### config.mk
export PLATFORM = sky130hd
export DESIGN_NAME = sample_scheduler_10hz
export DESIGN_NICKNAME = d
export VERILOG_FILES = /design/src/rtl/sample_scheduler_10hz_pkg.sv /design/src/rtl/sample_scheduler_10hz_sync_rise_detect.sv /design/src/rtl/sample_scheduler_10hz.sv
export SDC_FILE = /design/constraint.sdc
export NUM_CORES = 1
export LEC_CHECK = 0
export ABC_CLOCK_PERIOD_IN_PS = 2000
export BUFFER_PORTS_ARGS = -buffer_cell sky130_fd_sc_hd__buf_2
export CORE_MARGIN = 2
export CORE_UTILIZATION = 40
export DETAILED_ROUTE_END_ITERATION = 10
export PLACE_DENSITY = 0.65
export SYNTH_ARGS = -nofsm -noshare
export SYNTH_HDL_FRONTEND = slang
export SYNTH_SLANG_ARGS = --single-unit
### constraint.sdc
create_clock -name CLK_1MHZ_IN -period 2 [get_ports CLK_1MHZ_IN]
set_input_delay 0.3 -clock CLK_1MHZ_IN [delete_from_list [all_inputs] [get_ports CLK_1MHZ_IN]]
set_output_delay 0.3 -clock CLK_1MHZ_IN [all_outputs]
set_load 0.05 [all_outputs]
### src/rtl/sample_scheduler_10hz_pkg.sv
// Shared definitions for the 10 Hz sample scheduler.
// Contents:
//   sched_state_e      - frame sequencer states (IDLE, REQ, GAP, FIN)
//   DEF_NUM_SENSORS    - default number of polled sensor ports
//   DEF_TIMEOUT_CYCLES - default per-sensor REQ timeout in 1 MHz cycles
//   DEF_TS_WIDTH       - default mission timestamp width
//   OVERRUN_MAX        - saturation limit of the 8-bit overrun counter
//   sat_inc8           - saturating increment used by the overrun counter
package sample_scheduler_10hz_pkg;

  typedef enum logic [1:0] {
    ST_IDLE = 2'd0,
    ST_REQ  = 2'd1,
    ST_GAP  = 2'd2,
    ST_FIN  = 2'd3
  } sched_state_e;

  localparam int DEF_NUM_SENSORS    = 3;
  localparam int DEF_TIMEOUT_CYCLES = 50000;
  localparam int DEF_TS_WIDTH       = 32;

  localparam logic [7:0] OVERRUN_MAX = 8'hFF;

  function automatic logic [7:0] sat_inc8(input logic [7:0] value);
    return (value == OVERRUN_MAX) ? value : value + 8'd1;
  endfunction

endpackage

### src/rtl/sample_scheduler_10hz_sync_rise_detect.sv
// Three-flop synchronizer with rising-edge pulse output.
// Ports:
//   clk      in  - destination clock
//   rst_n    in  - asynchronous active-low reset
//   async_in in  - asynchronous level to be synchronized
//   rise     out - one-cycle pulse when the synchronized level goes 0->1
// RESET_VAL sets the reset value of all three flops. Resetting to 1 means an
// input that is already high when reset releases does not produce a pulse.
module sync_rise_detect #(
  parameter logic RESET_VAL = 1'b1
) (
  input  logic clk,
  input  logic rst_n,
  input  logic async_in,
  output logic rise
);

  logic s1_d, s2_d, s3_d;
  logic s1_q, s2_q, s3_q;

  always_comb begin
    s1_d = async_in;
    s2_d = s1_q;
    s3_d = s2_q;
  end

  always_ff @(posedge clk or negedge rst_n) begin
    if (!rst_n) begin
      s1_q <= RESET_VAL;
      s2_q <= RESET_VAL;
      s3_q <= RESET_VAL;
    end else begin
      s1_q <= s1_d;
      s2_q <= s2_d;
      s3_q <= s3_d;
    end
  end

  // s1 is the metastability-catching stage; the edge is taken one stage later.
  assign rise = s2_q & ~s3_q;

endmodule

### src/rtl/sample_scheduler_10hz.sv
// Frame scheduler driven by the 10 Hz frame clock, running in the 1 MHz domain.
// Each rising edge of CLK_10HZ_IN advances TIMESTAMP and, when idle, starts a
// frame that polls sensors 0..NUM_SENSORS-1 in order over REQ/DONE with a
// per-sensor timeout.
// Ports:
//   CLK_1MHZ_IN    in  - system clock
//   RESET_N        in  - asynchronous active-low reset
//   CLK_10HZ_IN    in  - 10 Hz frame clock, asynchronous to CLK_1MHZ_IN
//   SENSOR_REQ     out - poll request, at most one bit high
//   SENSOR_DONE    in  - sensor completion (level or pulse)
//   TIMESTAMP      out - number of 10 Hz rising edges since reset (wraps)
//   FRAME_START    out - one-cycle pulse when a frame begins
//   FRAME_DONE     out - one-cycle pulse when all sensors were handled
//   TIMEOUT_FLAGS  out - sensors that timed out in the current/last frame
//   OVERRUN_CNT    out - ticks that arrived mid-frame, saturating at 255
module sample_scheduler_10hz
  import sample_scheduler_10hz_pkg::*;
#(
  parameter int NUM_SENSORS    = DEF_NUM_SENSORS,
  parameter int TIMEOUT_CYCLES = DEF_TIMEOUT_CYCLES,
  parameter int TS_WIDTH       = DEF_TS_WIDTH
) (
  input  logic                   CLK_1MHZ_IN,
  input  logic                   RESET_N,
  input  logic                   CLK_10HZ_IN,
  output logic [NUM_SENSORS-1:0] SENSOR_REQ,
  input  logic [NUM_SENSORS-1:0] SENSOR_DONE,
  output logic [TS_WIDTH-1:0]    TIMESTAMP,
  output logic                   FRAME_START,
  output logic                   FRAME_DONE,
  output logic [NUM_SENSORS-1:0] TIMEOUT_FLAGS,
  output logic [7:0]             OVERRUN_CNT
);

  localparam int CNT_W = (TIMEOUT_CYCLES > 1) ? $clog2(TIMEOUT_CYCLES) : 1;
  localparam int IDX_W = (NUM_SENSORS > 1) ? $clog2(NUM_SENSORS) : 1;
  localparam logic [CNT_W-1:0] CNT_LAST = CNT_W'(TIMEOUT_CYCLES - 1);
  localparam logic [IDX_W-1:0] IDX_LAST = IDX_W'(NUM_SENSORS - 1);

  logic tick;

  sched_state_e            state_d, state_q;
  logic [IDX_W-1:0]        idx_d, idx_q;
  logic [CNT_W-1:0]        cnt_d, cnt_q;
  logic [NUM_SENSORS-1:0]  req_d, req_q;
  logic [TS_WIDTH-1:0]     ts_d, ts_q;
  logic [NUM_SENSORS-1:0]  flags_d, flags_q;
  logic [7:0]              ovr_d, ovr_q;
  logic                    fstart_d, fstart_q;
  logic                    fdone_d, fdone_q;

  sync_rise_detect #(
    .RESET_VAL (1'b1)
  ) u_tick_sync (
    .clk      (CLK_1MHZ_IN),
    .rst_n    (RESET_N),
    .async_in (CLK_10HZ_IN),
    .rise     (tick)
  );

  // Next-state and output logic. The timestamp counts every tick regardless
  // of state; a tick outside IDLE is only counted as an overrun and dropped.
  always_comb begin
    state_d  = state_q;
    idx_d    = idx_q;
    cnt_d    = cnt_q;
    req_d    = req_q;
    ts_d     = ts_q;
    flags_d  = flags_q;
    ovr_d    = ovr_q;
    fstart_d = 1'b0;
    fdone_d  = 1'b0;

    if (tick) begin
      ts_d = ts_q + TS_WIDTH'(1);
      if (state_q != ST_IDLE) begin
        ovr_d = sat_inc8(ovr_q);
      end
    end

    case (state_q)
      ST_IDLE: begin
        if (tick) begin
          fstart_d = 1'b1;
          flags_d  = '0;
          idx_d    = '0;
          cnt_d    = '0;
          req_d    = '0;
          req_d[0] = 1'b1;
          state_d  = ST_REQ;
        end
      end
      ST_REQ: begin
        // DONE is checked first so it wins over a timeout on the same edge.
        if (SENSOR_DONE[idx_q]) begin
          req_d   = '0;
          state_d = ST_GAP;
        end else if (cnt_q == CNT_LAST) begin
          flags_d[idx_q] = 1'b1;
          req_d          = '0;
          state_d        = ST_GAP;
        end else begin
          cnt_d = cnt_q + CNT_W'(1);
        end
      end
      ST_GAP: begin
        if (idx_q == IDX_LAST) begin
          state_d = ST_FIN;
        end else begin
          idx_d        = idx_q + IDX_W'(1);
          req_d        = '0;
          req_d[idx_d] = 1'b1;
          cnt_d        = '0;
          state_d      = ST_REQ;
        end
      end
      ST_FIN: begin
        fdone_d = 1'b1;
        state_d = ST_IDLE;
      end
      default: begin
        state_d = ST_IDLE;
      end
    endcase
  end

  always_ff @(posedge CLK_1MHZ_IN or negedge RESET_N) begin
    if (!RESET_N) begin
      state_q  <= ST_IDLE;
      idx_q    <= '0;
      cnt_q    <= '0;
      req_q    <= '0;
      ts_q     <= '0;
      flags_q  <= '0;
      ovr_q    <= '0;
      fstart_q <= 1'b0;
      fdone_q  <= 1'b0;
    end else begin
      state_q  <= state_d;
      idx_q    <= idx_d;
      cnt_q    <= cnt_d;
      req_q    <= req_d;
      ts_q     <= ts_d;
      flags_q  <= flags_d;
      ovr_q    <= ovr_d;
      fstart_q <= fstart_d;
      fdone_q  <= fdone_d;
    end
  end

  assign SENSOR_REQ    = req_q;
  assign TIMESTAMP     = ts_q;
  assign FRAME_START   = fstart_q;
  assign FRAME_DONE    = fdone_q;
  assign TIMEOUT_FLAGS = flags_q;
  assign OVERRUN_CNT   = ovr_q;

endmodule

Word level (Yosys, flattened, before mapping)
Index checks and enable logic that the tools add are counted.
{"block": "word_totals", "ram_bits": 0, "regBits": 71, "word_cells": 80, "mem_count": 0, "out_inout_bits": 48, "romBits": 0, "latch_bits": 0}
{"block": "classes", "div": 0, "n_reduce_logical": 13, "n_eq_ne": 12, "bitwise_logic": 4, "n_mul": 0, "add_sub_neg": 4, "shift": 0, "n_lt_le_gt_ge": 4, "mux": 31}
{"op": "16-bit 2-to-1 mux", "n": 4}
{"op": "16-bit one-hot mux with 3 select lines", "n": 1}
{"op": "32-bit by 1-bit adder with 32-bit output (second input constant)", "n": 1}
{"op": "3-bit 2-to-1 mux", "n": 7}
{"op": "16-bit by 1-bit adder with 16-bit output (second input constant)", "n": 1}
{"op": "16-bit == test (second input constant)", "n": 1}
{"op": "2-bit 2-to-1 mux", "n": 6}
{"op": "2-bit inequality test (second input constant)", "n": 5}
{"op": "3-bit one-hot mux with 3 select lines", "n": 1}
{"op": "8-bit by 1-bit adder with 8-bit output (second input constant)", "n": 1}
{"op": "8-bit == test (second input constant)", "n": 1}
{"op": "2-bit one-hot mux with 4 select lines", "n": 1}
{"op": "4-bit AND reduction", "n": 2}
{"op": "2-bit == test (second input constant)", "n": 3}
{"op": "2-bit by 3-bit less-than comparator with 1-bit output (second input constant)", "n": 2}
{"op": "1-bit 2-to-1 mux", "n": 6}
{"op": "3-bit one-hot mux with 2 select lines", "n": 1}
{"op": "3-bit AND reduction", "n": 2}
{"op": "2-bit nonzero test", "n": 3}
{"op": "5-bit AND reduction", "n": 1}
{"op": "1-bit demux with 2-bit select", "n": 2}
{"op": "2-bit by 1-bit greater-or-equal comparator with 1-bit output (second input constant)", "n": 2}
{"op": "2-bit one-hot mux with 2 select lines", "n": 1}
{"op": "3-bit inequality test (second input constant)", "n": 1}
{"op": "10 further kinds", "n": 12}

Longest topological paths before layout
{"block": "logic_depth", "depth_word": 8, "ltp_mapped": 8}

Hierarchy
Synthesis repeated with hierarchy kept, for this count alone.
{"block": "unflattened", "cells_unflattened": 332, "hier_area_um2": 3530.9}
{"module": "sample_scheduler_10hz", "instances": 1, "area_per_inst_um2": 3438.3, "cells_each": 328}
{"module": "sync_rise_detect", "instances": 1, "area_per_inst_um2": 92.6, "cells_each": 4}

Worst setup path before layout
Ideal clock, no wire load.
{"block": "synth_path", "path_type": "register -> register", "startpoint": "register ts_q[0], in the netlist TIMESTAMP[0]", "endpoint": "register ts_q[22], in the netlist TIMESTAMP[22]", "path_stages_with_launch": 7, "arrival_time_ns": 2.029, "setup_slack_ns": -0.170, "setup_ns": 0.142, "required_ns": 1.858, "cell_sequence": "dfrtp_1 ha_1 nand4b_1 nor4_1 nor2b_1 nand4_1 xnor2_1"}
{"block": "synth_between", "elab_chain_len": 1}
{"element": "from (decl)", "line_no": "sample_scheduler_10hz.sv:46", "text": "logic [TS_WIDTH-1:0] ts_d, ts_q;"}
{"element": "from (signal assigned)", "line_no": "sample_scheduler_10hz.sv:143", "text": "ts_q <= ts_d;"}
{"element": "32-bit by 1-bit adder with 32-bit output", "line_no": "sample_scheduler_10hz.sv:75", "text": "ts_d = ts_q + TS_WIDTH'(1);"}
Every way passes these cells.
A chain may end at the register's enable or synchronous reset.

Worst setup path in the final report
{"block": "layout_path", "startpoint": "register idx_q[1]", "endpoint": "register cnt_q[12]"}
{"block": "layout_between", "elab_chain_len": 4}
{"element": "from (decl)", "line_no": "sample_scheduler_10hz.sv:43", "text": "logic [IDX_W-1:0] idx_d, idx_q;"}
{"element": "from (signal assigned)", "line_no": "sample_scheduler_10hz.sv:140", "text": "idx_q <= idx_d;"}
{"element": "1-bit binary-select mux with 2-bit select", "line_no": "sample_scheduler_10hz.sv:95", "text": "if (SENSOR_DONE[idx_q]) begin"}
{"element": "1-bit 2-to-1 mux (implied by the code)", "line_no": "sample_scheduler_10hz.sv:95"}
{"element": "2-bit inequality test (no source line)"}
{"element": "5-bit AND reduction (no source line) (*)"}
{"element": "to (signal assigned)", "line_no": "sample_scheduler_10hz.sv:141", "text": "cnt_q <= cnt_d;"}
{"element": "to (decl)", "line_no": "sample_scheduler_10hz.sv:44", "text": "logic [CNT_W-1:0] cnt_d, cnt_q;"}
Mark *: on every way between the ends. The rest lies on a longest branch, timed or not. The select of a mux whose other input is x is not followed.

==> impl_summary.log <==
INFO  metric run_status = finished clean
INFO  metric cts_root_buffer_type = clkbuf_8
INFO  metric via_count = between 3k and 4k
INFO  metric initial_core_util = about two fifths
INFO  metric globalRouteMet2Util = a little over a quarter
INFO  metric yosys_warnings = 0
INFO  metric drcViolationCount = 0
INFO  metric timing.final.setup_violations = 0
INFO  metric detail_route.vias_per_cell = about 5.5
INFO  metric antenna_found_initial = 0
INFO  metric netlist.top_cell.by_area = dfrtp_1
INFO  metric post_synth_instance_area = 0.003590 mm²
INFO  metric finalCoreUtilization = roughly half
INFO  metric drt_first_iter_violations = between 150 and 200
INFO  metric dpl.cell_count = approximately 530
INFO  metric design.core.area = ~0.0087 mm²
INFO  metric die_width = about 99 µm
INFO  metric crit_path_start_kind = flop
INFO  metric cts.htree.levels = 3
INFO  metric gr-usage-all-layers = between 10% and 20%
INFO  metric maximum_vdd_drop = 769.7 µV
INFO  metric final_period_minus_worst_setup_slack = 1.905 ns
INFO  metric antenna-diode-count = 0
INFO  metric clkLatencyLatePin = between 0.3 and 0.4 ns
INFO  metric worst-path-max-fanout = 4
INFO  metric max-cap-violations = 0
INFO  metric worst_min_delay_path_category = in2reg
INFO  metric ff2ff_path_depth = 5
INFO  metric routed_wirelength = approximately 8 mm
INFO  metric postSynth.topFlopCell = dfrtp_1
INFO  metric rr_startpoint = idx_q[1]
INFO  metric ctsLongestPathBuffers = 2
INFO  metric final_max_slew_viol_count = 0
INFO  metric grt_pass1_vias = ~2.9k
INFO  metric count_of_endpoints_failing_hold_in_the_final_timing_report = 0
INFO  metric design.die.area = between 0.009 and 0.01 mm²
INFO  metric critical_path.endpoint = cnt_q[12]
INFO  metric finish.instance_area = 0.004513 mm²
INFO  metric count_of_mapped_cells_out_of_synthesis = ~350
INFO  metric top_usage_layer = met2
INFO  metric detail_route.first_pass.iterations = 5
INFO  metric global_route.usage.met3 = between 4 and 5%
INFO  metric critPathLaunch = idx_q[1]
INFO  metric placed_cell_area = ~0.0042 mm²
INFO  metric tritoncts = yes
INFO  metric stdcell_count = 550
INFO  metric post_route_setup_tns = 0 ns
INFO  metric syn-mean-instance-area = 10.32 µm²
INFO  metric most-common-layout-cells = dfrtp_1, buf_2, nand2_1
INFO  metric cellPowerDensity = ~1200 mW/mm²
INFO  metric synth.top_cells.by_area = dfrtp_1, xnor2_1, nand2_1, ha_1, nand3_1
INFO  metric dp.final_hpwl = 5.834 mm
INFO  metric cp_data_required_time = roughly 2.3 ns
INFO  metric synth_top_area_share = a little under half
INFO  metric p_leak = ~2.1 nW
INFO  metric worst-r2r-setup-slack = 0.1 ns
INFO  metric ports_placed_on_the_boundary = 54
INFO  metric ant_nets = 0
INFO  metric endpoint_kind = flop
INFO  metric setup_slack_placement = between 0.06 and 0.07 ns
INFO  metric signed_area_change_from_the_synthesized_netlist_to_the_final_layout = 25.72%
INFO  metric mostFrequentLayoutCell = dfrtp_1
INFO  metric tightest_slew = about 0.36 ns
INFO  metric num-fill-cells = 784
INFO  metric async_reset_ff_share = 100.0%
INFO  metric clock_sink_count = a little over 70
INFO  metric setup.worst_path.class = reg2reg
INFO  metric worst-endpoint-arrival = around 2.2 ns
INFO  metric cts_inserted_buffers = 9
INFO  metric chipHeight = between 90 and 100 µm
INFO  metric place_congestion = around 0.9
INFO  metric nets = between 400 and 500
INFO  metric avgRoutedWirePerCell = approximately 15 µm
INFO  metric rows = 34
INFO  metric maxClockFrequency = about 520 MHz
INFO  metric final_layout_size_suffix_gt1_share = 28.96%
INFO  metric clk_pin_slew = ~0.070 ns
INFO  metric synth_sequential_area_ratio = around half
INFO  metric postSynthRegisterBits = 71
INFO  metric post-route-period-util = between 90% and 100%
INFO  metric grt_setup_unrepaired = no
INFO  metric synth_enable_flop_cells = 0
INFO  metric grt_pass1_wl = 13.88 mm
INFO  metric synth_nets = around 370
INFO  metric io_buffer_count = 53
INFO  metric max_slew_margin = 75.85%
INFO  metric netlist-cell-type-count = between 40 and 50
INFO  metric timing.rr.end = cnt_q[12]
INFO  metric gr-total-overflow = 0
INFO  metric cts_post_setup_buffers_inserted = 0
INFO  metric final_critical_path_setup_slack = between 0.09 and 0.1 ns
INFO  metric met1_capacity_usage_during_global_routing = about a quarter
INFO  metric grt_start_max_net_pins = 41
INFO  metric clock-skew-final = ~0.013 ns
## per-layer routing
metal	share of wire [%]	up-vias	wire length, µm
met5	0	-	0
met4	1.8	0	148
met3	5.9	16	490
met2	45	103	3736
met1	47	1459	3866
li1	-	1431	-
## where the power goes
part           leakage, nW  switching (mW)  internal [mW]
sequential           0.953           0.209           1.63
clock                0.124           0.554          0.866
combinational         1.06            1.42          0.765
## Yosys cell counts, types with 2 or more instances
cell / number
a21oi_1: 11
a22o_1: 5
a31oi_1: 12
and2_1: 2
and3_1: 9
and4_1: 7
clkbuf_1: 7
dfrtp_1: 68
dfstp_2: 3
ha_1: 14
inv_1: 11
mux2_2: 4
nand2_1: 49
nand2b_1: 3
nand3_1: 22
nand4_1: 16
nor2_1: 12
nor2b_1: 2
nor3_1: 5
nor4_1: 3
o211ai_1: 3
o21ai_0: 16
o41ai_1: 2
or4_1: 2
xnor2_1: 32
xor2_1: 6
## what timing repair did
| action | in CTS | in global routing |
|---|---|---|
| endpoints found under the hold margin | 4 | 0 |
| hold buffers | 1 | 0 |
| setup endpoints to repair | 0 | 16 |
| resized for setup | 0 | 11 |
## cell families after synthesis
logic type	count (synthesis)	share of synthesized area, %
AND/OR/NAND/NOR	139	20.36
flip-flops	71	49.60
AO/OA/AOI/OAI	60	11.64
XOR/XNOR	38	9.272
buffers and inverters	20	2.300
adder cells (fa/ha/maj)	14	4.880
multiplexers	6	1.952
## final cells by class
cell class,instances,area [µm²],area share (%)
Clock inverter,5,103.9,2.301
Multi-Input combinational cell,257,1777,39.37
Clock buffer,11,141.4,3.133
Sequential cell,71,1783,39.51
Inverter,12,45.04,0.9981
Timing Repair Buffer,86,528.0,11.70
Tap cell,108,135.1,2.994
## stage by stage
stage | power, mW | hold slack (ns)
floorplan | 3.283 | 0.004409
global route | 5.793 | 0.02517
detailed placement | 3.999 | 0.1462
global placement | 3.946 | 0.1461
CTS | 5.446 | 0.03308
finish | 5.449 | 0.04762
## critical path: stages (launching register included)
cell	delay, ns
dfrtp_1	0.43
mux2_4	0.35
a2111oi_4	0.38
nand4_1	0.17
or4_1	0.41
o21ai_0	0.08
## state kept, by name, indices dropped and copies added (netlist names)
| name | cells |
|---|---|
| TIMESTAMP | 32 |
| FRAME_START | 1 |
| SENSOR_REQ | 3 |
| idx_q | 2 |
| cnt_q | 16 |
| FRAME_DONE | 1 |
| u_tick_sync.s3_q | 1 |
| u_tick_sync.s2_q | 1 |
| u_tick_sync.s1_q | 1 |
| OVERRUN_CNT | 8 |
| state_q | 2 |
| TIMEOUT_FLAGS | 3 |
## worst min-delay path by stage
| stage | endpoint | cells past startpoint | from | slack, ns |
|---|---|---|---|---|
| 3_3_place_gp | TIMESTAMP[10] | 1 | RESET_N | 0.15 |
| 5_1_grt | u_tick_sync.s1_q | 1 | CLK_10HZ_IN | 0.03 |
| 6_report | u_tick_sync.s1_q | 1 | CLK_10HZ_IN | 0.05 |
| 2_1_floorplan | FRAME_DONE | 0 | RESET_N | 0.004 |
| 4_1_cts | u_tick_sync.s1_q | 1 | CLK_10HZ_IN | 0.03 |
| 3_5_place_dp | TIMESTAMP[10] | 1 | RESET_N | 0.15 |
Note: power is estimated with default switching activity, not from simulation.
